**src/rtl/fft_pkg.sv**
```systemverilog
// Shared constants and types for the 4-bank radix-2 FFT stage controller.
package fft_pkg;

  localparam int NUMSTAGES = 8;
  localparam int CW        = NUMSTAGES - 2;
  localparam int DEPTH     = 1 << CW;

  localparam logic [1:0] ST_IDLE  = 2'd0;
  localparam logic [1:0] ST_LOAD  = 2'd1;
  localparam logic [1:0] ST_RUN   = 2'd2;
  localparam logic [1:0] ST_FLUSH = 2'd3;

  typedef enum logic [1:0] {
    ROUTE_STRAIGHT = 2'd0,
    ROUTE_CROSS    = 2'd1,
    ROUTE_SWAP     = 2'd2
  } route_e;

  typedef struct packed {
    logic [CW-1:0] a01;
    logic [CW-1:0] a23;
  } addr_pair_t;

  // The last two stages pair data inside one bank word group, so the PE inputs are rerouted.
  function automatic route_e route_for(input logic [2:0] stage);
    if (int'(stage) == NUMSTAGES - 2)      return ROUTE_CROSS;
    else if (int'(stage) == NUMSTAGES - 1) return ROUTE_SWAP;
    else                                   return ROUTE_STRAIGHT;
  endfunction

endpackage

```
**src/rtl/fft_addr_gen.sv**
```systemverilog
// Stage-dependent butterfly partner address and final write-address mapping.
// FFT_CTRL_BITREV_EN: bit-reverse write addresses in the last stage (natural-order output).
module fft_addr_gen
  import fft_pkg::*;
(
  input  logic [2:0]    stage,
  input  logic [CW-1:0] cnt,
  input  logic [CW-1:0] raw_0_1,
  input  logic [CW-1:0] raw_2_3,
  output logic [CW-1:0] partner,
  output logic [CW-1:0] w_0_1,
  output logic [CW-1:0] w_2_3
);

  // NOTE: every always_comb output gets a default first so no path leaves it unassigned (no latch).
  always_comb begin
    partner = cnt;
    if (int'(stage) < NUMSTAGES - 2)
      partner = cnt ^ (CW'(1) << (NUMSTAGES - 3 - int'(stage)));
  end

`ifdef FFT_CTRL_BITREV_EN
  function automatic logic [CW-1:0] bitrev(input logic [CW-1:0] a);
    logic [CW-1:0] r;
    r = '0;
    for (int i = 0; i < CW; i++) r[i] = a[CW-1-i];
    return r;
  endfunction

  always_comb begin
    w_0_1 = raw_0_1;
    if (int'(stage) == NUMSTAGES - 1) w_0_1 = bitrev(raw_0_1);
  end

  always_comb begin
    w_2_3 = raw_2_3;
    if (int'(stage) == NUMSTAGES - 1) w_2_3 = bitrev(raw_2_3);
  end
`else
  assign w_0_1 = raw_0_1;
  assign w_2_3 = raw_2_3;
`endif

endmodule

```
**src/rtl/fft_stage_ctrl.sv**
```systemverilog
// Per-stage controller: FSM, address counter, PE_LAT write-address delay pipe, registered outputs.
// FFT_CTRL_BITREV_EN selects natural-order output addressing in the last stage.
module fft_stage_ctrl
  import fft_pkg::*;
#(
  parameter int ADDRSIZE = 8,
  parameter int PE_LAT   = 1
) (
  input  logic                clk,
  input  logic                rst_n,
  input  logic                ld_data,
  input  logic                en,
  input  logic [2:0]          stage_num,
  output logic                m0_s,
  output logic [1:0]          m1_s,
  output logic                m2_s,
  output logic                m3_s,
  output logic [ADDRSIZE-1:0] r_addr_0_1,
  output logic [ADDRSIZE-1:0] w_addr_0_1,
  output logic [ADDRSIZE-1:0] r_addr_2_3,
  output logic [ADDRSIZE-1:0] w_addr_2_3,
  output logic                stage_done
);

  localparam int PMAX = 3;
  localparam int PIDX = (PE_LAT == 0) ? 0 : PE_LAT - 1;

  logic [1:0]    state_q, state_d;
  logic [CW-1:0] cnt_q, cnt_d;
  logic [1:0]    fcnt_q, fcnt_d;
  logic [2:0]    stage_q, stage_d;
  addr_pair_t    pipe_q [PMAX];
  addr_pair_t    pipe_d [PMAX];

  logic [CW-1:0] r01_q, r23_q, w01_q, w23_q;
  logic [CW-1:0] r01_d, r23_d, w01_d, w23_d;
  logic [CW-1:0] partner, w01_raw, w23_raw, w01_fin, w23_fin;
  route_e        m1_q, m1_d;
  logic          m0_q, m2_q, m3_q, done_q;
  logic          active_d, done_now, cnt_last;

  assign cnt_last = (cnt_q == CW'(DEPTH - 1));
  assign done_now = (state_q == ST_FLUSH) && (fcnt_q == 2'(PE_LAT));

  always_comb begin
    state_d = state_q;
    cnt_d   = cnt_q;
    fcnt_d  = fcnt_q;
    stage_d = stage_q;
    pipe_d  = pipe_q;
    if (ld_data) begin
      // Load start, restart and abort all share this path; an abort never reaches the done cycle.
      state_d = ST_LOAD;
      cnt_d   = '0;
      for (int i = 0; i < PMAX; i++) pipe_d[i] = '0;
    end else begin
      case (state_q)
        ST_LOAD: if (en) begin
          cnt_d = cnt_q + CW'(1);
          if (cnt_last) begin
            state_d = ST_RUN;
            stage_d = (int'(stage_num) >= NUMSTAGES) ? 3'(NUMSTAGES - 1) : stage_num;
          end
        end
        ST_RUN: if (en) begin
          for (int i = PMAX - 1; i > 0; i--) pipe_d[i] = pipe_q[i-1];
          pipe_d[0] = '{a01: r01_q, a23: r23_q};
          cnt_d     = cnt_q + CW'(1);
          if (cnt_last) begin
            state_d = ST_FLUSH;
            fcnt_d  = '0;
          end
        end
        ST_FLUSH: begin
          if (done_now) begin
            state_d = ST_IDLE;
          end else if (en) begin
            for (int i = PMAX - 1; i > 0; i--) pipe_d[i] = pipe_q[i-1];
            pipe_d[0] = '{a01: r01_q, a23: r23_q};
            fcnt_d    = fcnt_q + 2'd1;
          end
        end
        default: ;
      endcase
    end
  end

  fft_addr_gen u_addr_gen (
    .stage   (stage_d),
    .cnt     (cnt_d),
    .raw_0_1 (w01_raw),
    .raw_2_3 (w23_raw),
    .partner (partner),
    .w_0_1   (w01_fin),
    .w_2_3   (w23_fin)
  );

  // Outputs are computed from next-state values so the registered outputs line up with the state.
  assign active_d = (state_d == ST_RUN) || (state_d == ST_FLUSH);
  assign r01_d    = (state_d == ST_RUN) ? cnt_d : '0;
  assign r23_d    = (state_d == ST_RUN) ? partner : '0;
  assign w01_raw  = (PE_LAT == 0) ? r01_d : pipe_d[PIDX].a01;
  assign w23_raw  = (PE_LAT == 0) ? r23_d : pipe_d[PIDX].a23;
  assign w01_d    = (state_d == ST_LOAD) ? cnt_d : (active_d ? w01_fin : '0);
  assign w23_d    = (state_d == ST_LOAD) ? cnt_d : (active_d ? w23_fin : '0);
  assign m1_d     = active_d ? route_for(stage_d) : ROUTE_STRAIGHT;

  // NOTE: sequential state uses non-blocking assignments only, so every flop samples pre-edge values.
  always_ff @(posedge clk) begin
    if (!rst_n) begin
      state_q <= ST_IDLE;
      cnt_q   <= '0;
      fcnt_q  <= '0;
      stage_q <= '0;
      // NOTE: the delay pipe is small and must start clean, so it is reset like ordinary flops.
      for (int i = 0; i < PMAX; i++) pipe_q[i] <= '0;
      r01_q   <= '0;
      r23_q   <= '0;
      w01_q   <= '0;
      w23_q   <= '0;
      m0_q    <= 1'b0;
      m1_q    <= ROUTE_STRAIGHT;
      m2_q    <= 1'b0;
      m3_q    <= 1'b0;
      done_q  <= 1'b0;
    end else begin
      state_q <= state_d;
      cnt_q   <= cnt_d;
      fcnt_q  <= fcnt_d;
      stage_q <= stage_d;
      pipe_q  <= pipe_d;
      r01_q   <= r01_d;
      r23_q   <= r23_d;
      w01_q   <= w01_d;
      w23_q   <= w23_d;
      m0_q    <= active_d;
      m1_q    <= m1_d;
      m2_q    <= (m1_d != ROUTE_STRAIGHT);
      m3_q    <= active_d && (int'(stage_d) == NUMSTAGES - 1);
      done_q  <= (state_d == ST_FLUSH) && (fcnt_d == 2'(PE_LAT));
    end
  end

  assign m0_s       = m0_q;
  assign m1_s       = m1_q;
  assign m2_s       = m2_q;
  assign m3_s       = m3_q;
  assign r_addr_0_1 = ADDRSIZE'(r01_q);
  assign r_addr_2_3 = ADDRSIZE'(r23_q);
  assign w_addr_0_1 = ADDRSIZE'(w01_q);
  assign w_addr_2_3 = ADDRSIZE'(w23_q);
  assign stage_done = done_q;

endmodule

```
**config.mk**
```make
export PLATFORM = sky130hd
export DESIGN_NAME = fft_stage_ctrl
export DESIGN_NICKNAME = d
export VERILOG_FILES = /design/src/rtl/fft_pkg.sv /design/src/rtl/fft_addr_gen.sv /design/src/rtl/fft_stage_ctrl.sv
export SDC_FILE = /design/constraint.sdc
export NUM_CORES = 1
export LEC_CHECK = 0
export CELL_PAD_IN_SITES_DETAIL_PLACEMENT = 0
export CELL_PAD_IN_SITES_GLOBAL_PLACEMENT = 1
export CORE_AREA = 2 2 81 83
export CTS_CLUSTER_DIAMETER = 80
export DETAILED_ROUTE_END_ITERATION = 8
export DIE_AREA = 0 0 83 85
export GPL_TIMING_DRIVEN = 0
export HOLD_SLACK_MARGIN = 0.1
export MAX_ROUTING_LAYER = met4
export PLACE_DENSITY_LB_ADDON = 0.1
export SLEW_MARGIN = 15
export SYNTH_ARGS = -nofsm -noshare
export SYNTH_HDL_FRONTEND = slang
export SYNTH_SLANG_ARGS = --single-unit
```
**constraint.sdc**
```tcl
create_clock -name clk -period 3.9 [get_ports clk]
set_clock_uncertainty 0.15 [all_clocks]
set_input_delay 0.39 -clock clk [delete_from_list [all_inputs] [get_ports clk]]
set_output_delay 0.39 -clock clk [all_outputs]
set_load 0.02 [all_outputs]
```
-- Yosys cells after proc, flatten, opt, wreduce, memory -nomap -nowiden
Index checks and enable logic that the tools add are counted.
- add/subtract/negate cells: 3
- magnitude comparators: 1
- equality and inequality tests: 12
- shift-type cells: 1
- multiplexer cells: 32
- bitwise logic cells: 2
- reduce and logical (&&, ||, !) cells: 10
- operator list (operator ; number):
    two-way mux 36 bit ; 3
    case mux 36 bit (2 select lines) ; 1
    two-way mux 6 bit ; 8
    left shift 1 x 32 -> 6 bit (first input constant) ; 1
    two-way mux 2 bit ; 14
    two-way mux 3 bit ; 4
    equality test 2 x 1 -> 1 bit (second input constant) ; 4
    equality test 2 bit (second input constant) ; 4
    adder 6 x 1 -> 6 bit (second input constant) ; 1
    equality test 6 bit (second input constant) ; 1
    case mux 2 bit (3 select lines) ; 1
    XOR 6 bit ; 1
    case mux 2 bit (2 select lines) ; 1
    AND reduction 2 bit ; 2
    nonzero test 2 bit ; 2
    OR reduction 2 bit ; 2
    subtractor 3 x 3 -> 4 bit (first input constant) ; 1
    equality test 3 x 1 -> 1 bit (second input constant) ; 1
    equality test 3 x 2 -> 1 bit (second input constant) ; 1
    logical AND 1 bit ; 3
    less-than comparator 3 bit (second input constant) ; 1
    adder 2 x 1 -> 2 bit (second input constant) ; 1
    inequality test 2 bit (second input constant) ; 1
    logical OR 1 bit ; 1
    inverter 1 bit ; 1
- bits in registers: 79
- bits of input ports: 7
- logic and storage cells: 80

-- Longest topological paths before layout
- word-level depth: 10
- gate-level depth with buffers: 11
- mapped depth without buffers: 11

-- Modules after synthesis
A second synthesis with hierarchy kept.
- cell total of the unflattened synthesis: 299
- area, all modules: 2708.8 µm²
- modules (own cells, without submodules) (module ; times used ; cells each ; area each (µm²) ; sequential area each (µm²)):
    fft_stage_ctrl ; 1 ; 269 ; 2479.9 ; 1101.1
    fft_addr_gen ; 1 ; 30 ; 229.0 ; 0.0

-- Worst setup path before layout
No wires, ideal clock.
- path kind: reg-to-reg
- start: register state_q[0]
- end: register r23_q[0]
- data arrival time: 2598 ps
- path slack: 1037 ps
- cell stages (with the launch flop): 11
- period minus slack after synthesis: 2863 ps
- path through: dfxtp_1 -> ha_1 -> nand3b_1 -> nor3_4 -> mux2_2 -> ha_1 -> nor2b_1 -> and3b_1 -> mux2i_1 -> xnor2_1 -> nor2_1
- cells in the longest elaborated chain, start to end: 7
- elaborated cells on any way between the ends: 23
- those cells by class: add/sub: 1; order compare: 1; eq/ne: 4; shift: 1; mux: 12; bitwise: 1; reduce/logical: 3
- ends and longest elaborated chain (element ; RTL line ; RTL):
    start: declaration ; fft_stage_ctrl.sv:28 ; logic [1:0] state_q, state_d;
    start signal: assignment ; fft_stage_ctrl.sv:127 ; state_q <= state_d;
    equality test 2 x 1 -> 1 bit (*) ; fft_stage_ctrl.sv:57 ; case (state_q)
    two-way mux 3 bit (*) ; fft_stage_ctrl.sv:57 ;
    two-way mux 3 bit (*) ; fft_stage_ctrl.sv:51 ; if (ld_data) begin
    net stage_d[1] ; fft_stage_ctrl.sv:31 ; logic [2:0] stage_q, stage_d;
    subtractor 3 x 3 -> 4 bit ; fft_addr_gen.sv:19 ; partner = cnt ^ (CW'(1) << (NUMSTAGES - 3 - int'(stage)));
    left shift 1 x 32 -> 6 bit ; fft_addr_gen.sv:19 ;
    XOR 6 bit ; fft_addr_gen.sv:19 ;
    two-way mux 6 bit (*) ; fft_addr_gen.sv:18 ; if (int'(stage) < NUMSTAGES - 2)
    end signal: assignment ; fft_stage_ctrl.sv:133 ; r23_q <= r23_d;
    end: declaration ; fft_stage_ctrl.sv:35 ; logic [CW-1:0] r01_q, r23_q, w01_q, w23_q;
Mark *: on every way through the listed nets, which the timed path passes. The rest lies on a longest branch.
A chain may end at the register's enable or synchronous reset.

-- Final worst setup path
- start: input en
- end: register r23_q[2]
- cells in the longest elaborated chain, start to end: 7
- elaborated cells on any way between the ends: 17
- those cells by class: add/sub: 1; order compare: 1; eq/ne: 1; shift: 1; mux: 11; bitwise: 1; reduce/logical: 1
- ends and longest elaborated chain (element ; RTL line ; RTL):
    start: declaration ; fft_stage_ctrl.sv:12 ; input logic en,
    two-way mux 3 bit (*) ; fft_stage_ctrl.sv:58 ; ST_LOAD: if (en) begin
    two-way mux 3 bit (*) ; fft_stage_ctrl.sv:57 ;
    two-way mux 3 bit (*) ; fft_stage_ctrl.sv:51 ;
    net stage_d[2] ; fft_stage_ctrl.sv:31 ;
    subtractor 3 x 3 -> 4 bit ; fft_addr_gen.sv:19 ;
    left shift 1 x 32 -> 6 bit ; fft_addr_gen.sv:19 ;
    XOR 6 bit ; fft_addr_gen.sv:19 ;
    two-way mux 6 bit (*) ; fft_addr_gen.sv:18 ;
Marked as above.

==> reports/metrics.cfg <==
[critical_path]
critPathCaptureType=register
cp_slowest_cell=clkdlybuf4s50_1
critPathBufInv=1
slowest_delay_ps=620
crit_arrival_ps=3410
path_class=input port to register
cp_max_fo=10
cp_top_family=simple AND/OR/NAND/NOR gates
start_kind=input port
crit_chain=clkdlybuf4s50_1, nand3b_1, nor3_4, mux2_2, ha_1, nor2b_1, nand3_1, mux2i_1, xnor2_1, nor2_1
crit_required_ps=3960

[sta]
hold_viol=0
period_needed_ps=3350
setup_viol=0
slew_violations=0
period_share_pct=85.8
tns_ps=0
maxSlewHeadroom_pct=49.4
worst-slew-pin-transition_ps=738
rsz0062_at_grt=false
fmax_ghz=0.299

[clocking]
cts_max_level=2
clk_latency_ps=310
tritoncts=built
ctsRootBufferMaster=clkbuf_8
ctsResizeCount=0
cts_sinks=55
postCtsHoldBufs=0
cts_setup_buffers=0
clk_pin_slew_ps=90
numCtsBuffers=5
clk_path_buf_depth=2

[layout]
final_util_pct=47.2
n_fill_cell=601
synthToLayoutAreaGrowth_pct=25.4
final_cell_mix=dfxtp_1 (55), clkdlybuf4s50_1 (36), nor2_1 (35)
diodes=0
final_area_sq_um=2930
multi_input_area_sq_um=1120
final_common_cell=dfxtp_1
final_nets=302
drive_above_1_share_pct=13.8
regArea_sq_um=1100

[drt]
vias_per_cell=4.84
first_iter_violations=80
post-route-drc-count=0
vias=1771
met3_length_um=145
maxUsedRoutingLayer=met4
dr_wl_met2_mm=2.49
ant_nets=0
wl_mm=5.21
drt-met1-wl_mm=2.50
post_drt_wl_per_cell_um=14.2
dr.pass1.iters=4

[pwr]
pwr-share-comb_pct=6.2
vdd_drop_max_uv=204
p_switching_uw=222
powerDensity_nw_per_um2=343
clkPwrFrac_pct=37.6
power_frac_seq_pct=56.2
internal_power_uw=784
sw_frac_of_total_pct=22.1
p_leak_uw=0.00111

[run]
drv_cap=0

[global_route]
grt_antenna_before_repair=0
grt_pass1_vias=1706
grt_max_degree=18
grt-ovfl-total=0
grt_pass1_wl_mm=8.52
grt_usage_pct=15.8

[floorplan]
initial_core_util_pct=37.6
num_rows=29
core_sq_um=6200
io_pins=45
die_h_um=85
die_w_um=83
fp.dieArea_sq_um=7060

[synth]
yosys_warnings=0
yosys_most_used_dff=dfxtp_1
synth_seq_cells=55
synth_edf_count=0
synth_seq_area_share_pct=47.1
synth_top_area_share_pct=47.1
synthTopCellsByArea=dfxtp_1 (47%), nor2_1 (5.6%), a22oi_1 (3.9%)
syn_inst=238
syn_avg_cell_area_sq_um=9.82
netlist_area_sq_um=2340
synth_top_area_cell=dfxtp_1
async_flop_share_pct=0
synth_cell_type_count=52

[placement]
dp_hpwl_mm=3.80
placed_area_sq_um=2820
portBuffers=36
gp_congestion=0.838

[min_path]
holdCritPathClass=register to register

[run_status]
status=completed

worst min-delay path: stages, from the launching register on:
cell	delay [ps]
dfxtp_1	320
a22oi_1	80
nor2_1	80
worst paths after layout:
| check | depth (start not counted) | end | slack (ps) | start |
|---|---|---|---|---|
| setup reg to reg | 10 | r23_q[2] | 560 | state_q[0] |
| setup / recovery | 10 | r23_q[2] | 550 | en |
| hold reg to reg | 2 | pipe_q[32] | 360 | pipe_q[32] |
| hold / removal | 2 | pipe_q[32] | 360 | pipe_q[32] |
per-stage QoR:
stage	setup WS (ps)	hold WS [ps]	instances	power, uW
final	553	360	366	1010
after global routing	355	409	366	1050
after CTS	582	371	366	1020
after detailed placement	256	346	358	641
after global placement	290	335	358	641
after floorplan	1040	324	245	620
cells by family (layout without fill, tap and decap cells):
kind of cell             Yosys count  after routing  share of synthesized area, %
buffers and inverters             26             70                          5.89
flip-flops                        55             55                          47.1
XOR/XNOR                           8              8                          3.00
other                              1              8                         0.161
AO/OA/AOI/OAI                     43             43                          14.5
adder cells (fa/ha/maj)            7              7                          3.75
AND/OR/NAND/NOR                   88             88                          21.0
multiplexers                      10             10                          4.61
area by class of cell:
| cell class | count | area share, % |
|---|---|---|
| multi-input cells | 164 | 38.3 |
| well taps | 77 | 3.29 |
| clock inverters | 2 | 1.32 |
| inverters | 9 | 1.15 |
| clock buffers | 6 | 2.48 |
| flip-flops and latches | 55 | 37.6 |
| repair buffers | 36 | 12.3 |
| plain buffers | 17 | 3.54 |
routing by layer:
layer  global-route usage (%)  vias to the layer above
met3                     3.02                        6
met2                     25.6                       24
li1                         -                      918
met4                     5.37                        0
met1                     20.0                      823
met5                        -                        -
sequential cells by signal, summed over array words and instances (netlist names):
register / flops
r23_q: 6
m3_s: 1
stage_q: 3
pipe_q: 12
stage_done: 1
r01_q: 6
m2_s: 1
fcnt_q: 2
state_q: 2
m1_s: 2
m0_s: 1
w23_q: 6
w01_q: 6
cnt_q: 6
Yosys cell counts, types with 5 or more instances:
library cell,instances
nor2_1,35
xnor2_1,6
and2_1,5
nand3_1,5
ha_1,7
o2bb2ai_1,5
dfxtp_1,55
and3b_1,5
clkbuf_1,6
inv_1,8
o22ai_1,8
a22oi_1,12
nor2_2,5
mux2i_1,7
buf_4,8
power groups by stage:
stage | clock network (uW) | registers, uW | logic (uW)
floorplan | 0 | 579 | 41.4
global placement | 0 | 578 | 62.6
global route | 417 | 566 | 67.9
CTS | 391 | 565 | 62.8
detailed placement | 0 | 578 | 62.5
finish | 378 | 565 | 62.3
(Power assumes the default switching activity.)
